File: src/rtl/entropy_uart_tx.sv
// -----------------------------------------------------------------------------
// entropy_uart_tx
//
// Takes one 32-bit entropy word at a time from the entropy core's valid/ack
// handshake and sends it on the UART TX pin as four 8N1 bytes, most
// significant byte first. Each byte goes out LSB first.
//
// Parameters:
//   CLK_DIV       clock cycles per UART bit (2..65535), default 104
//
// Ports:
//   clk           system clock, rising edge
//   reset         synchronous, active-high reset
//   enable        allows new words to be accepted; a word already in flight
//                 always completes
//   entropy_data  entropy word, valid while entropy_valid=1
//   entropy_valid core has a word available
//   entropy_ack   one-cycle pulse when the word on entropy_data is consumed
//   txd           UART serial out, idles high
//   busy          a word is being transmitted
//   word_count    number of words fully transmitted since reset (wraps)
// -----------------------------------------------------------------------------
module entropy_uart_tx #(
  parameter int CLK_DIV = 104
) (
  input  logic        clk,
  input  logic        reset,
  input  logic        enable,
  input  logic [31:0] entropy_data,
  input  logic        entropy_valid,
  output logic        entropy_ack,
  output logic        txd,
  output logic        busy,
  output logic [31:0] word_count
);

  // The bit timer counts 0..CLK_DIV-1, so it needs ceil(log2(CLK_DIV)) bits,
  // and at least one bit.
  localparam int            TW   = (CLK_DIV > 2) ? $clog2(CLK_DIV) : 1;
  localparam logic [TW-1:0] TMAX = TW'(CLK_DIV - 1);

  typedef enum logic [1:0] {
    IDLE  = 2'd0,
    START = 2'd1,
    DATA  = 2'd2,
    STOP  = 2'd3
  } state_e;

  state_e        state_q, state_d;
  logic [TW-1:0] timer_q, timer_d;
  logic [2:0]    bit_idx_q, bit_idx_d;
  logic [1:0]    byte_idx_q, byte_idx_d;
  logic [31:0]   word_q, word_d;
  logic          txd_q, txd_d;
  logic          ack_q, ack_d;
  logic          busy_q, busy_d;
  logic [31:0]   count_q, count_d;

  logic          bit_done;
  logic [7:0]    cur_byte;

  assign bit_done = (timer_q == TMAX);
  // Byte index 0 selects bits [31:24]. ~byte_idx_q equals 3 - byte_idx_q,
  // which gives most-significant-byte-first order.
  assign cur_byte = word_q[{~byte_idx_q, 3'b000} +: 8];

  always_comb begin
    // NOTE: every signal gets a default before the case. This avoids latches,
    // and blocking '=' is correct inside combinational logic.
    state_d    = state_q;
    timer_d    = timer_q;
    bit_idx_d  = bit_idx_q;
    byte_idx_d = byte_idx_q;
    word_d     = word_q;
    txd_d      = txd_q;
    ack_d      = 1'b0;
    busy_d     = busy_q;
    count_d    = count_q;

    // The timer restarts at every bit boundary, so bit lengths never drift.
    if (state_q != IDLE) begin
      timer_d = bit_done ? '0 : timer_q + 1'b1;
    end

    unique case (state_q)
      IDLE: begin
        timer_d = '0;
        if (enable && entropy_valid) begin
          word_d     = entropy_data;
          byte_idx_d = 2'd0;
          bit_idx_d  = 3'd0;
          state_d    = START;
          txd_d      = 1'b0;
          ack_d      = 1'b1;
          busy_d     = 1'b1;
        end
      end
      START: begin
        if (bit_done) begin
          state_d   = DATA;
          bit_idx_d = 3'd0;
          txd_d     = cur_byte[0];
        end
      end
      DATA: begin
        if (bit_done) begin
          if (bit_idx_q == 3'd7) begin
            state_d = STOP;
            txd_d   = 1'b1;
          end else begin
            bit_idx_d = bit_idx_q + 3'd1;
            txd_d     = cur_byte[bit_idx_q + 3'd1];
          end
        end
      end
      STOP: begin
        if (bit_done) begin
          if (byte_idx_q != 2'd3) begin
            // The next start bit follows the stop bit with no idle gap.
            byte_idx_d = byte_idx_q + 2'd1;
            state_d    = START;
            txd_d      = 1'b0;
          end else begin
            state_d = IDLE;
            busy_d  = 1'b0;
            count_d = count_q + 32'd1;
          end
        end
      end
      default: state_d = IDLE;
    endcase
  end

  always_ff @(posedge clk) begin
    // NOTE: sequential state is updated with non-blocking '<=' only.
    if (reset) begin
      state_q    <= IDLE;
      timer_q    <= '0;
      bit_idx_q  <= 3'd0;
      byte_idx_q <= 2'd0;
      txd_q      <= 1'b1;
      ack_q      <= 1'b0;
      busy_q     <= 1'b0;
      count_q    <= 32'd0;
    end else begin
      state_q    <= state_d;
      timer_q    <= timer_d;
      bit_idx_q  <= bit_idx_d;
      byte_idx_q <= byte_idx_d;
      txd_q      <= txd_d;
      ack_q      <= ack_d;
      busy_q     <= busy_d;
      count_q    <= count_d;
    end
  end

  // NOTE: the shift word has no reset. It is read only after a capture has
  // loaded it, and a reset simply discards it.
  always_ff @(posedge clk) begin
    word_q <= word_d;
  end

  assign entropy_ack = ack_q;
  assign txd         = txd_q;
  assign busy        = busy_q;
  assign word_count  = count_q;

endmodule

File: config.mk
export PLATFORM = sky130hd
export DESIGN_NAME = entropy_uart_tx
export DESIGN_NICKNAME = d
export VERILOG_FILES = /design/src/rtl/entropy_uart_tx.sv
export SDC_FILE = /design/constraint.sdc
export NUM_CORES = 1
export LEC_CHECK = 0
export ABC_AREA = 0
export BUFFER_PORTS_ARGS = -buffer_cell sky130_fd_sc_hd__buf_2
export CELL_PAD_IN_SITES_DETAIL_PLACEMENT = 1
export CELL_PAD_IN_SITES_GLOBAL_PLACEMENT = 2
export CORE_MARGIN = 3
export CORE_UTILIZATION = 35
export CTS_CLUSTER_DIAMETER = 120
export DETAILED_ROUTE_END_ITERATION = 16
export PLACE_DENSITY_LB_ADDON = 0.25
export SYNTH_ARGS = -nofsm -noshare
export SYNTH_HDL_FRONTEND = slang
export SYNTH_SLANG_ARGS = --single-unit
File: constraint.sdc
create_clock -name clk -period 2.81 [get_ports clk]
set_input_delay 0.4215 -clock clk [delete_from_list [all_inputs] [get_ports clk]]
set_output_delay 0.4215 -clock clk [all_outputs]
set_load 0.03 [all_outputs]
==> results.cfg <==
[cts]
clock_latency_ps = 360
clk_path_buf_depth = 2
cts_hold_buf = 0
cts_buffers = 9
ctsHtreeMaxLevel = 3
cts_tree = done
cts_root_buffer = clkbuf_8
numClockSinks = 81
path_clk_slew_ps = 100
cts_setup_buffers = 0
post_cts_resized = 0

[floorplanning]
rows = 36
coreArea_sq_mm = 0.00986
die_area_sq_mm = 0.0115
initial_utilization_pct = 36.3
die-width_microns = 107
io_pins = 71
fp.dieH_microns = 107

[layout]
fillers = 1092
utilization_pct = 43.2
areaGrowthSynthToFinish_pct = 19.0
final_nets = 440
drive_gt1_share_pct = 26.0
multi_input_area_sq_mm = 0.00154
finish.instance_area_sq_mm = 0.00426
num_antenna_cells = 0
regArea_sq_mm = 0.00194

[timing]
rsz0062_at_grt = false
finalHoldViolCount = 0
max_freq_ghz = 0.439
skew_ps = 7.75
fin_tns_setup_ps = 0
finalSetupViolCount = 0
fin_crit_ps = 2280
slew_headroom_pct = 60.4
worstMarginPinSlew_ps = 588
finalMaxSlewViolations = 0
period_share_pct = 81.1

[power_and_ir_drop]
pwr-share-seq_pct = 52.8
power.leakage_nw = 1.63
pwr-share-comb_pct = 14.5
p_per_area_mw_per_mm2 = 606
swShare_pct = 29.7
intPower_mw = 1.82
switchingPower_mw = 0.766
clkPwrFrac_pct = 32.8
peakVddDrop_v = 0.000253

[global_route]
grt_first_pass_wirelength_microns = 13700
grt_pass1_vias = 2751
grtUsageTotal_pct = 15.1
grt.overflow.total = 0
grt_max_degree = 33
antenna_found_initial = 0

[setup_path]
startpoint_type = flop
cp_top_family = simple AND/OR/NAND/NOR gates
critPathCaptureType = flop
endpoint = word_count[28]$_SDFFE_PP0P_
rr_endpoint = word_count[28]$_SDFFE_PP0P_
cp_slowest_cell = or3_1
cp.depth = 5
crit_chain = nand4bb_1 -> nor4_4 -> nand4_1 -> or3_1 -> a21oi_1
crit_buf_inv = 0
path_class = reg2reg
max_stage_delay_ps = 470
arrival_ps = 2560
r2r_slack_ps = 530
required_ps = 3090
crit_fanout = 11
crit_start = timer_q[3]$_SDFFE_PP0N_
worst_r2r_startpoint = timer_q[3]$_SDFFE_PP0N_
rr_worst_depth = 5

[yosys]
avgSynthCellArea_sq_um = 11.0
synth_nets = 371
yosysSeqAreaShare_pct = 54.2
netlist_area_sq_mm = 0.00358
netlist-cell-type-count = 43
synth-edff-count = 32
async_reset_ff_share_pct = 0
postSynthCellCount = 326
ys_warn_count = 0
ys_seq_elements = 81
ys.flop_type = dfxtp_1

[detailed_routing]
drt_pre_antenna_iters = 4
drtIter0Drc = 87
post_drt_wl_per_cell_microns = 15.3
drc_errors = 0
wirelength_microns = 8140
ant_nets = 0
viasPerCell = 5.10
vias = 2719

[place]
place_area_sq_mm = 0.00407
dpl.hpwl_microns = 5860
routabilityCongestion = 0.738
io_buffer_count = 70

[run_status]
status = complete, no violations

[hold_path]
holdCritPathClass = in2reg

[run]
maxCapViolCount = 0
power groups by stage:
stage	registers [mW]	logic (mW)	clock network, mW
floorplan	1.40	0.246	0
CTS	1.37	0.382	0.882
finish	1.36	0.374	0.846
global route	1.38	0.420	0.924
global placement	1.38	0.370	0
detailed placement	1.39	0.378	0
placed cells by master (no fill, tap or decap), types with 3 or more instances in the layout:
cell / n
a21oi_1: 17
and2_1: 6
and3_1: 8
and4_1: 5
buf_2: 70
buf_4: 5
clkbuf_8: 9
dfxtp_1: 49
edfxtp_1: 32
ha_1: 9
inv_1: 8
inv_6: 3
inv_8: 3
mux2i_1: 5
mux4_2: 9
nand2_1: 15
nand2b_1: 3
nand3_1: 11
nand4_1: 15
nand4b_1: 4
nor2_1: 33
nor3_1: 7
o21ai_0: 14
or3_1: 9
xnor2_1: 6
xor2_1: 17
registers in the layout, summed over array words and instances (netlist names):
| register | count |
|---|---|
| entropy_ack | 1 |
| word_count | 32 |
| timer_q | 7 |
| byte_idx_q | 2 |
| word_q | 32 |
| bit_idx_q | 3 |
| busy | 1 |
| state_q | 2 |
| txd | 1 |
worst min-delay path by stage:
stage | from | endpoint | slack (ps) | cells past startpoint
after global placement | timer_q[0]$_SDFFE_PP0N_ | timer_q[0]$_SDFFE_PP0N_ | 420 | 1
after floorplan | timer_q[0]$_SDFFE_PP0N_ | timer_q[0]$_SDFFE_PP0N_ | 410 | 1
after detailed placement | timer_q[0]$_SDFFE_PP0N_ | timer_q[0]$_SDFFE_PP0N_ | 430 | 1
after global routing | entropy_data[10] | word_q[10]$_DFFE_PP_ | 200 | 1
final | entropy_data[12] | word_q[12]$_DFFE_PP_ | 230 | 1
after CTS | entropy_data[12] | word_q[12]$_DFFE_PP_ | 200 | 1
through the flow:
step / total power [mW] / hold slack [ps] / setup WS, ps / instances
floorplan: 1.64 / 413 / 271 / 326
global placement: 1.75 / 424 / 597 / 517
detailed placement: 1.77 / 433 / 499 / 517
CTS: 2.63 / 205 / 467 / 533
global route: 2.72 / 197 / 304 / 533
finish: 2.58 / 228 / 530 / 533
cell families after synthesis:
kind of cell	share of synthesized area (%)
and+or+nand+nor	19.6
DFF	54.2
AOI/OAI and AO/OA	7.65
buffers and inverters	2.76
xor gates and xnor gates	5.62
muxes	7.06
adders and majority gates	3.14
synth_stat cells (2+ instances only):
cell / instances / area, sq um
buf_2: 4 / 20.0
clkbuf_1: 11 / 41.3
and4_1: 5 / 43.8
mux4_2: 9 / 203
nand3_1: 11 / 55.1
inv_1: 8 / 30.0
nor2_1: 34 / 128
o31ai_1: 2 / 15.0
nand4_1: 15 / 93.8
ha_1: 9 / 113
xor2_1: 17 / 149
nor3b_1: 2 / 15.0
xnor2_1: 6 / 52.6
nor2b_1: 2 / 12.5
mux2i_1: 5 / 50.1
a211oi_1: 2 / 15.0
edfxtp_1: 32 / 961
nand4b_1: 4 / 35.0
o21ai_0: 14 / 70.1
nor3_1: 7 / 35.0
o22ai_1: 2 / 12.5
nand2_1: 15 / 56.3
and2_1: 6 / 37.5
dfxtp_1: 49 / 981
nand2b_1: 3 / 18.8
and3_1: 8 / 50.1
or3_1: 9 / 56.3
buf_1: 2 / 7.51
a21oi_1: 17 / 85.1
a31oi_1: 2 / 12.5
a22oi_1: 2 / 15.0
per-layer routing:
layer  global-route usage, %  wire length, microns  part of all wire, %  vias to the layer above
li1                        -                     -                    -                     1331
met1                    18.5                  3590                   44                     1320
met2                    25.9                  4100                   50                       59
met3                    3.85                   343                  4.2                        9
met4                    5.30                   101                  1.2                        0
met5                       0                     0                    0                        -
cell type report:
type                       instances  area share (%)
clock buffer                       9            2.91
inverter                           8           0.705
clock inverter                     7            1.59
tap                              133            3.90
multi-input combinational        220            36.2
sequential                        81            45.6
timing repair buffer              75            9.10
Note: power is estimated with default switching activity, not from simulation.
